**src/rtl/semaforo_fsm_param_if.sv**
```systemverilog
// semaforo_fsm_param_if: sensor, button, night and lamp signals of one traffic-light approach
interface semaforo_fsm_param_if;
  logic CAR;
  logic PED;
  logic night;
  logic red;
  logic ylw;
  logic grn;
  logic walk;
  modport master (output CAR, PED, night, input red, ylw, grn, walk);
  modport slave (input CAR, PED, night, output red, ylw, grn, walk);
endinterface

```
**src/rtl/semaforo_fsm_param.sv**
```systemverilog
// semaforo_fsm_param: timed traffic light with latched car/pedestrian requests and flashing night mode
module semaforo_fsm_param #(
  parameter int W         = 8,
  parameter int T_GRN_MIN = 5,
  parameter int T_YLW     = 3,
  parameter int T_RED     = 10,
  parameter int T_FLASH   = 2
) (
  input logic Clock,
  input logic Reset,
  semaforo_fsm_param_if.slave io
);
  localparam int T_MAX = (1 << W) - 1;
  if (T_GRN_MIN < 1 || T_GRN_MIN > T_MAX || T_YLW < 1 || T_YLW > T_MAX ||
      T_RED < 1 || T_RED > T_MAX || T_FLASH < 1 || T_FLASH > T_MAX) begin : g_bad_params
    $fatal(1, "semaforo_fsm_param: phase durations must lie in 1 .. 2^W-1");
  end
  localparam logic [W-1:0] C_GMIN  = W'(T_GRN_MIN - 1);
  localparam logic [W-1:0] C_YLW   = W'(T_YLW - 1);
  localparam logic [W-1:0] C_RED   = W'(T_RED - 1);
  localparam logic [W-1:0] C_FLASH = W'(T_FLASH - 1);
  typedef enum logic [2:0] {GRN, YLW, RED, FL_ON, FL_OFF} state_t;
  state_t state, nxt;
  logic [W-1:0] cnt;
  logic car_pend, ped_pend, to_night;
  logic leave_red, leave_ylw, go_night;
  assign leave_red = state == RED && nxt == GRN;
  assign leave_ylw = state == YLW && nxt != YLW;
  assign go_night  = state == GRN && io.night;
  // state, phase counter (restarts on every state change, saturates) and request latches
  always_ff @(posedge Clock) begin
    if (Reset) begin
      state    <= GRN;
      cnt      <= '0;
      car_pend <= 1'b0;
      ped_pend <= 1'b0;
      to_night <= 1'b0;
    end else begin
      state    <= nxt;
      cnt      <= nxt != state ? '0 : (cnt != '1 ? cnt + W'(1) : cnt);
      car_pend <= io.CAR | (car_pend & ~leave_red);
      ped_pend <= io.PED | (ped_pend & ~leave_red);
      to_night <= go_night | (to_night & ~leave_ylw);
    end
  end
  // next state; night is only looked at in green and while flashing
  always_comb begin
    nxt = state;
    case (state)
      GRN:     nxt = (io.night || ((car_pend || ped_pend || io.CAR || io.PED) && cnt >= C_GMIN)) ? YLW : GRN;
      YLW:     nxt = cnt == C_YLW ? (to_night ? FL_ON : RED) : YLW;
      RED:     nxt = cnt == C_RED ? GRN : RED;
      FL_ON:   nxt = !io.night ? RED : (cnt == C_FLASH ? FL_OFF : FL_ON);
      FL_OFF:  nxt = !io.night ? RED : (cnt == C_FLASH ? FL_ON : FL_OFF);
      default: nxt = GRN;
    endcase
  end
  // Moore lamp decode
  always_comb begin
    io.red  = state == RED;
    io.ylw  = state == YLW || state == FL_ON;
    io.grn  = state == GRN;
    io.walk = state == RED && ped_pend;
  end
endmodule
```
**src/flat_wrapper.sv**
```systemverilog
// flat-port wrapper written by rule: the top's interface ports become plain ports
module semaforo_fsm_param_flat 
#(
  parameter int W         = 8,
  parameter int T_GRN_MIN = 5,
  parameter int T_YLW     = 3,
  parameter int T_RED     = 10,
  parameter int T_FLASH   = 2
)
  (Clock, Reset, io_CAR, io_PED, io_night, io_red, io_ylw, io_grn, io_walk);
  semaforo_fsm_param_if io_i ();
  input logic Clock;
  input logic Reset;
  input wire logic [$bits(io_i.CAR)-1:0] io_CAR;
  input wire logic [$bits(io_i.PED)-1:0] io_PED;
  input wire logic [$bits(io_i.night)-1:0] io_night;
  output wire logic [$bits(io_i.red)-1:0] io_red;
  output wire logic [$bits(io_i.ylw)-1:0] io_ylw;
  output wire logic [$bits(io_i.grn)-1:0] io_grn;
  output wire logic [$bits(io_i.walk)-1:0] io_walk;
  assign io_i.CAR = io_CAR;
  assign io_i.PED = io_PED;
  assign io_i.night = io_night;
  assign io_red = io_i.red;
  assign io_ylw = io_i.ylw;
  assign io_grn = io_i.grn;
  assign io_walk = io_i.walk;
  semaforo_fsm_param #(.W(W), .T_GRN_MIN(T_GRN_MIN), .T_YLW(T_YLW), .T_RED(T_RED), .T_FLASH(T_FLASH)) u_core (.Clock(Clock), .Reset(Reset), .io(io_i));
endmodule
```
**config.mk**
```make
export PLATFORM = sky130hd
export DESIGN_NAME = semaforo_fsm_param_flat
export DESIGN_NICKNAME = d
export VERILOG_FILES = /design/src/rtl/semaforo_fsm_param_if.sv /design/src/rtl/semaforo_fsm_param.sv /design/src/flat_wrapper.sv
export SDC_FILE = /design/constraint.sdc
export NUM_CORES = 1
export LEC_CHECK = 0
export ABC_AREA = 1
export CAP_MARGIN = 20
export CORE_ASPECT_RATIO = 0.8
export CORE_UTILIZATION = 30
export DETAILED_ROUTE_END_ITERATION = 6
export PLACE_DENSITY_LB_ADDON = 0.08
export SYNTH_ARGS = -nofsm -noshare
export SYNTH_HDL_FRONTEND = slang
export SYNTH_SLANG_ARGS = --single-unit
```
**constraint.sdc**
```tcl
create_clock -name Clock -period 2.3 [get_ports Clock]
set_input_delay 0.46 -clock Clock [delete_from_list [all_inputs] [get_ports Clock]]
set_output_delay 0.46 -clock Clock [all_outputs]
set_load 0.02 [all_outputs]
```
* Word level (Yosys, flattened, before mapping)
Cells that the tools add are included.
Storage, ports and cells: logic and storage cells 47, register bits after elaboration 14, output and inout bits 4
Operators by class: $add $sub $neg 1, reduce and logical (&&, ||, !) cells 13, equal/unequal tests 10, multiplexer cells 9, magnitude comparators 1, bitwise logic cells 8
Operators by type and width (number):
- 2-to-1 mux 3 bit | 5
- one-hot mux 3 bit (5 select lines) | 1
- adder 8 x 1 -> 8 bit (second input constant) | 1
- equality test 8 x 1 -> 1 bit (second input constant) | 1
- equality test 8 x 2 -> 1 bit (second input constant) | 1
- equality test 8 x 4 -> 1 bit (second input constant) | 1
- greater-or-equal comparator 8 x 3 -> 1 bit (second input constant) | 1
- inequality test 8 bit (second input constant) | 1
- equality test 3 x 2 -> 1 bit (second input constant) | 2
- logical NOT 3 bit | 2
- logical AND 1 bit | 5
- logical OR 1 bit | 5
- AND 1 bit | 3
- equality test 3 x 1 -> 1 bit (second input constant) | 1
- equality test 3 bit (second input constant) | 1
- inequality test 3 x 1 -> 1 bit (second input constant) | 1
- inequality test 3 bit | 1
- OR 1 bit | 3
- 2-to-1 mux 1 bit | 2
- 2-to-1 mux 2 bit | 1
- NOT 1 bit | 2
- OR reduction 2 bit | 1

* Logic depth before layout (Yosys ltp)
word-level depth 12, mapped depth 12, depth with buffers taken out 12

* Worst setup path after synthesis
Ideal clock, no wire load.
path type reg-to-output, from register u_core.state[2], to output port io_walk, arrival 1.145 ns, cell stages (with the launch flop) 3, setup slack 0.695 ns, buffers on the path 1, required time 1.840 ns, cell sequence dfxtp_1 > buf_6 > nor4_1
On the way: cells in the longest elaborated chain, start to end 2
Ends and longest elaborated chain:
- from (decl) | RTL line semaforo_fsm_param.sv:23 | state_t state, nxt;
- from (signal assigned) | RTL line semaforo_fsm_param.sv:39 | state <= nxt;
- equality test 3 x 2 -> 1 bit | RTL line semaforo_fsm_param.sv:63 | io.walk = state == RED && ped_pend;
- logical AND 1 bit | RTL line semaforo_fsm_param.sv:63
- to (decl) | RTL line flat_wrapper.sv:20 | output wire logic [$bits(io_i.walk)-1:0] io_walk;
No other way between the ends.

* Final worst setup path
from register u_core.state[1], to output port io_grn
On the way: cells in the longest elaborated chain, start to end 1
Ends and longest elaborated chain:
- logical NOT 3 bit | RTL line semaforo_fsm_param.sv:62 | io.grn = state == GRN;
- to (decl) | RTL line flat_wrapper.sv:19 | output wire logic [$bits(io_i.grn)-1:0] io_grn;
No other way between the ends.

==> run metrics <==
kind of critical path reg2out; die width 68.45 um; Post-Route WL 2.187 mm; DRC viols 0; fmax 465.4 MHz; initial antenna violation count 0; final std cells w/o fill 190; # setup viols final 0; CP Max Fanout 4; Post-CTS Setup Repair Bufs 0; CP arrival 1.69 ns; Worst VDD drop 0.3207 mV; area of the core 0.003221 sq mm; Port Buf Inserts 8; final layout net count 160; DR vias 855; max-slew violations 0; post-placement cell count 186; synth warn 0; num ports 9; Synth Register Bits 14; critical path required time 1.84 ns; overall power 0.6776 mW; htree depth 1; Hold Worst Slack 0.4599 ns; Die ar. 0.003776 sq mm; die height 55.16 um; Starting Density 32.91%; synth unique cells 29; CP Launch Type flip-flop; diode count 0; max_slew headroom 71.49%; Iteration-0 DRC Markers 72; first-pass GRT wire length 3.594 mm; CP Capture Type output port; Post-Syn Area 0.001060 sq mm; fill cell count 347; hold_buf cts 0; Resized cells post-CTS 0; CTS Buffer Depth 2; area of the multi-input gates 666.9 sq um; CTS buffer count 3; Post-DP HPWL 1.728 mm; Worst Hold Class reg2reg; Net Count, Synth 149; PwrDens 552.6 mW/mm^2; GRT Total Usage 13.73%; vias in the first global route 763; status finished, final reports clean; clock-pin slew on the worst setup and hold paths 0.07 ns; vias per inst 4.500; Synth Area per Inst 7.570 sq um; Mapped Cells 140; FF/Latch Area 280.3 sq um; max-cap violations 0; Leakage 0.4923 nW; worst slew pin tran 0.4277 ns; Final Critical Period 2.149 ns; utilization after layout 38.07%; clk_skew 0.006340 ns; RD Place Congestion 0.8053; first-pass iteration count of the detailed router 4; post-route ant nets 0; Sink Count 14; CTS tree done; fin crit share 93.42%; post-synthesis sequential area ratio 26.45%; largest net degree at the start of global routing 9; Worst-Skew Late Latency 0.25 ns; Rows 18; Congestion Overflow GR 0; share of layout cells above drive strength 1 30.67%; post-route setup TNS 0 ns; Hold Vio Cnt, Final 0; Root Buffer clkbuf_8; Area Growth Syn to Fin 15.70%; routed len/inst 11.51 um; RSZ-0062 raised after global routing false
[registers in the layout (all words and copies together), names as in the netlist]
name             count
u_core.car_pend      1
u_core.cnt           8
u_core.ped_pend      1
u_core.state         3
u_core.to_night      1
[stage by stage]
| stage | area (sq um) | worst slack [ns] |
|---|---|---|
| 2_1_floorplan | 1060 | 0.6947 |
| 3_3_place_gp | 1171 | 0.3139 |
| 3_5_place_dp | 1171 | 0.3360 |
| 4_1_cts | 1226 | 0.1455 |
| 5_1_grt | 1226 | 0.04562 |
| 6_report | 1226 | 0.1513 |
[power breakdown]
group | switching (mW) | total [mW] | internal [mW]
logic | 0.0990 | 0.159 | 0.0602
registers | 0.0146 | 0.270 | 0.255
clock network | 0.0966 | 0.248 | 0.152
[layout by cell type (no fill, tap or decap), types with 4 or more instances in the layout]
| cell type | Yosys | routed |
|---|---|---|
| clkdlybuf4s50_1 | 0 | 8 |
| nor2_1 | 13 | 13 |
| inv_1 | 19 | 19 |
| nand3_1 | 11 | 11 |
| nor3_2 | 8 | 8 |
| xor2_1 | 4 | 4 |
| a21oi_1 | 4 | 4 |
| nand2_2 | 13 | 13 |
| inv_2 | 6 | 6 |
| dfxtp_1 | 14 | 14 |
| ha_1 | 4 | 4 |
| nor2_2 | 4 | 4 |
| clkbuf_8 | 0 | 4 |
| nand2_1 | 17 | 17 |
[final cells by class]
| class | count | area share (%) |
|---|---|---|
| Sequential cell | 14 | 22.86 |
| Inverter | 25 | 7.653 |
| Multi-Input combinational cell | 99 | 54.39 |
| Tap cell | 40 | 4.082 |
| Timing Repair Buffer | 8 | 6.531 |
| Clock buffer | 4 | 4.490 |
[cells in the mapped netlist]
cell type / instances / area, sq um
a21oi_4: 1 / 16.27
nand3_2: 3 / 30.03
nand2_2: 13 / 81.33
nor3_2: 8 / 80.08
a211oi_1: 1 / 7.510
nand3_1: 11 / 55.05
inv_2: 6 / 22.52
o21ai_1: 1 / 5.000
nand4_1: 1 / 6.260
o21ai_2: 1 / 8.760
nand2_1: 17 / 63.81
o21ai_0: 3 / 15.01
buf_4: 1 / 7.510
a31oi_4: 1 / 21.27
nor3_4: 1 / 16.27
ha_1: 4 / 50.05
nand4_2: 1 / 12.51
dfxtp_1: 14 / 280.3
nor2_1: 13 / 48.80
xor2_1: 4 / 35.03
buf_6: 1 / 11.26
a21oi_1: 4 / 20.02
nand3b_1: 1 / 7.510
inv_1: 19 / 71.32
nor2_4: 2 / 22.52
a41oi_1: 1 / 8.760
nor4_1: 2 / 12.51
nor2_2: 4 / 25.02
nand3_4: 1 / 17.52
[layer usage]
metal / track usage, % / routed length, um / up-vias
met5: 0 / 0 / -
met4: 4.167 / 19 / 0
met3: 3.689 / 92 / 2
met2: 18.95 / 905 / 10
met1: 20.30 / 1170 / 373
li1: - / - / 470
[path summary, 6_finish.rpt]
check,to,slack [ns],start,cells after the start
max,io_grn,0.15,u_core.state[1],4
max reg2reg,u_core.cnt[5],0.56,u_core.cnt[1],9
min,u_core.to_night,0.46,u_core.to_night,2
min reg2reg,u_core.to_night,0.46,u_core.to_night,2
[critical path, stage by stage, from the launching register on]
cell	delay [ns]
dfxtp_1	0.35
inv_2	0.14
nand2_2	0.08
nor2_1	0.21
clkdlybuf4s50_1	0.65
[cell families after synthesis]
group	share of synthesized area, %
AO/OA/AOI/OAI	9.681
XOR/XNOR	3.305
adder cells (fa/ha/maj)	4.723
buffers and inverters	10.63
flip-flops	26.45
AND/OR/NAND/NOR	45.22
No activity file was read; power rests on OpenSTA's default activity.
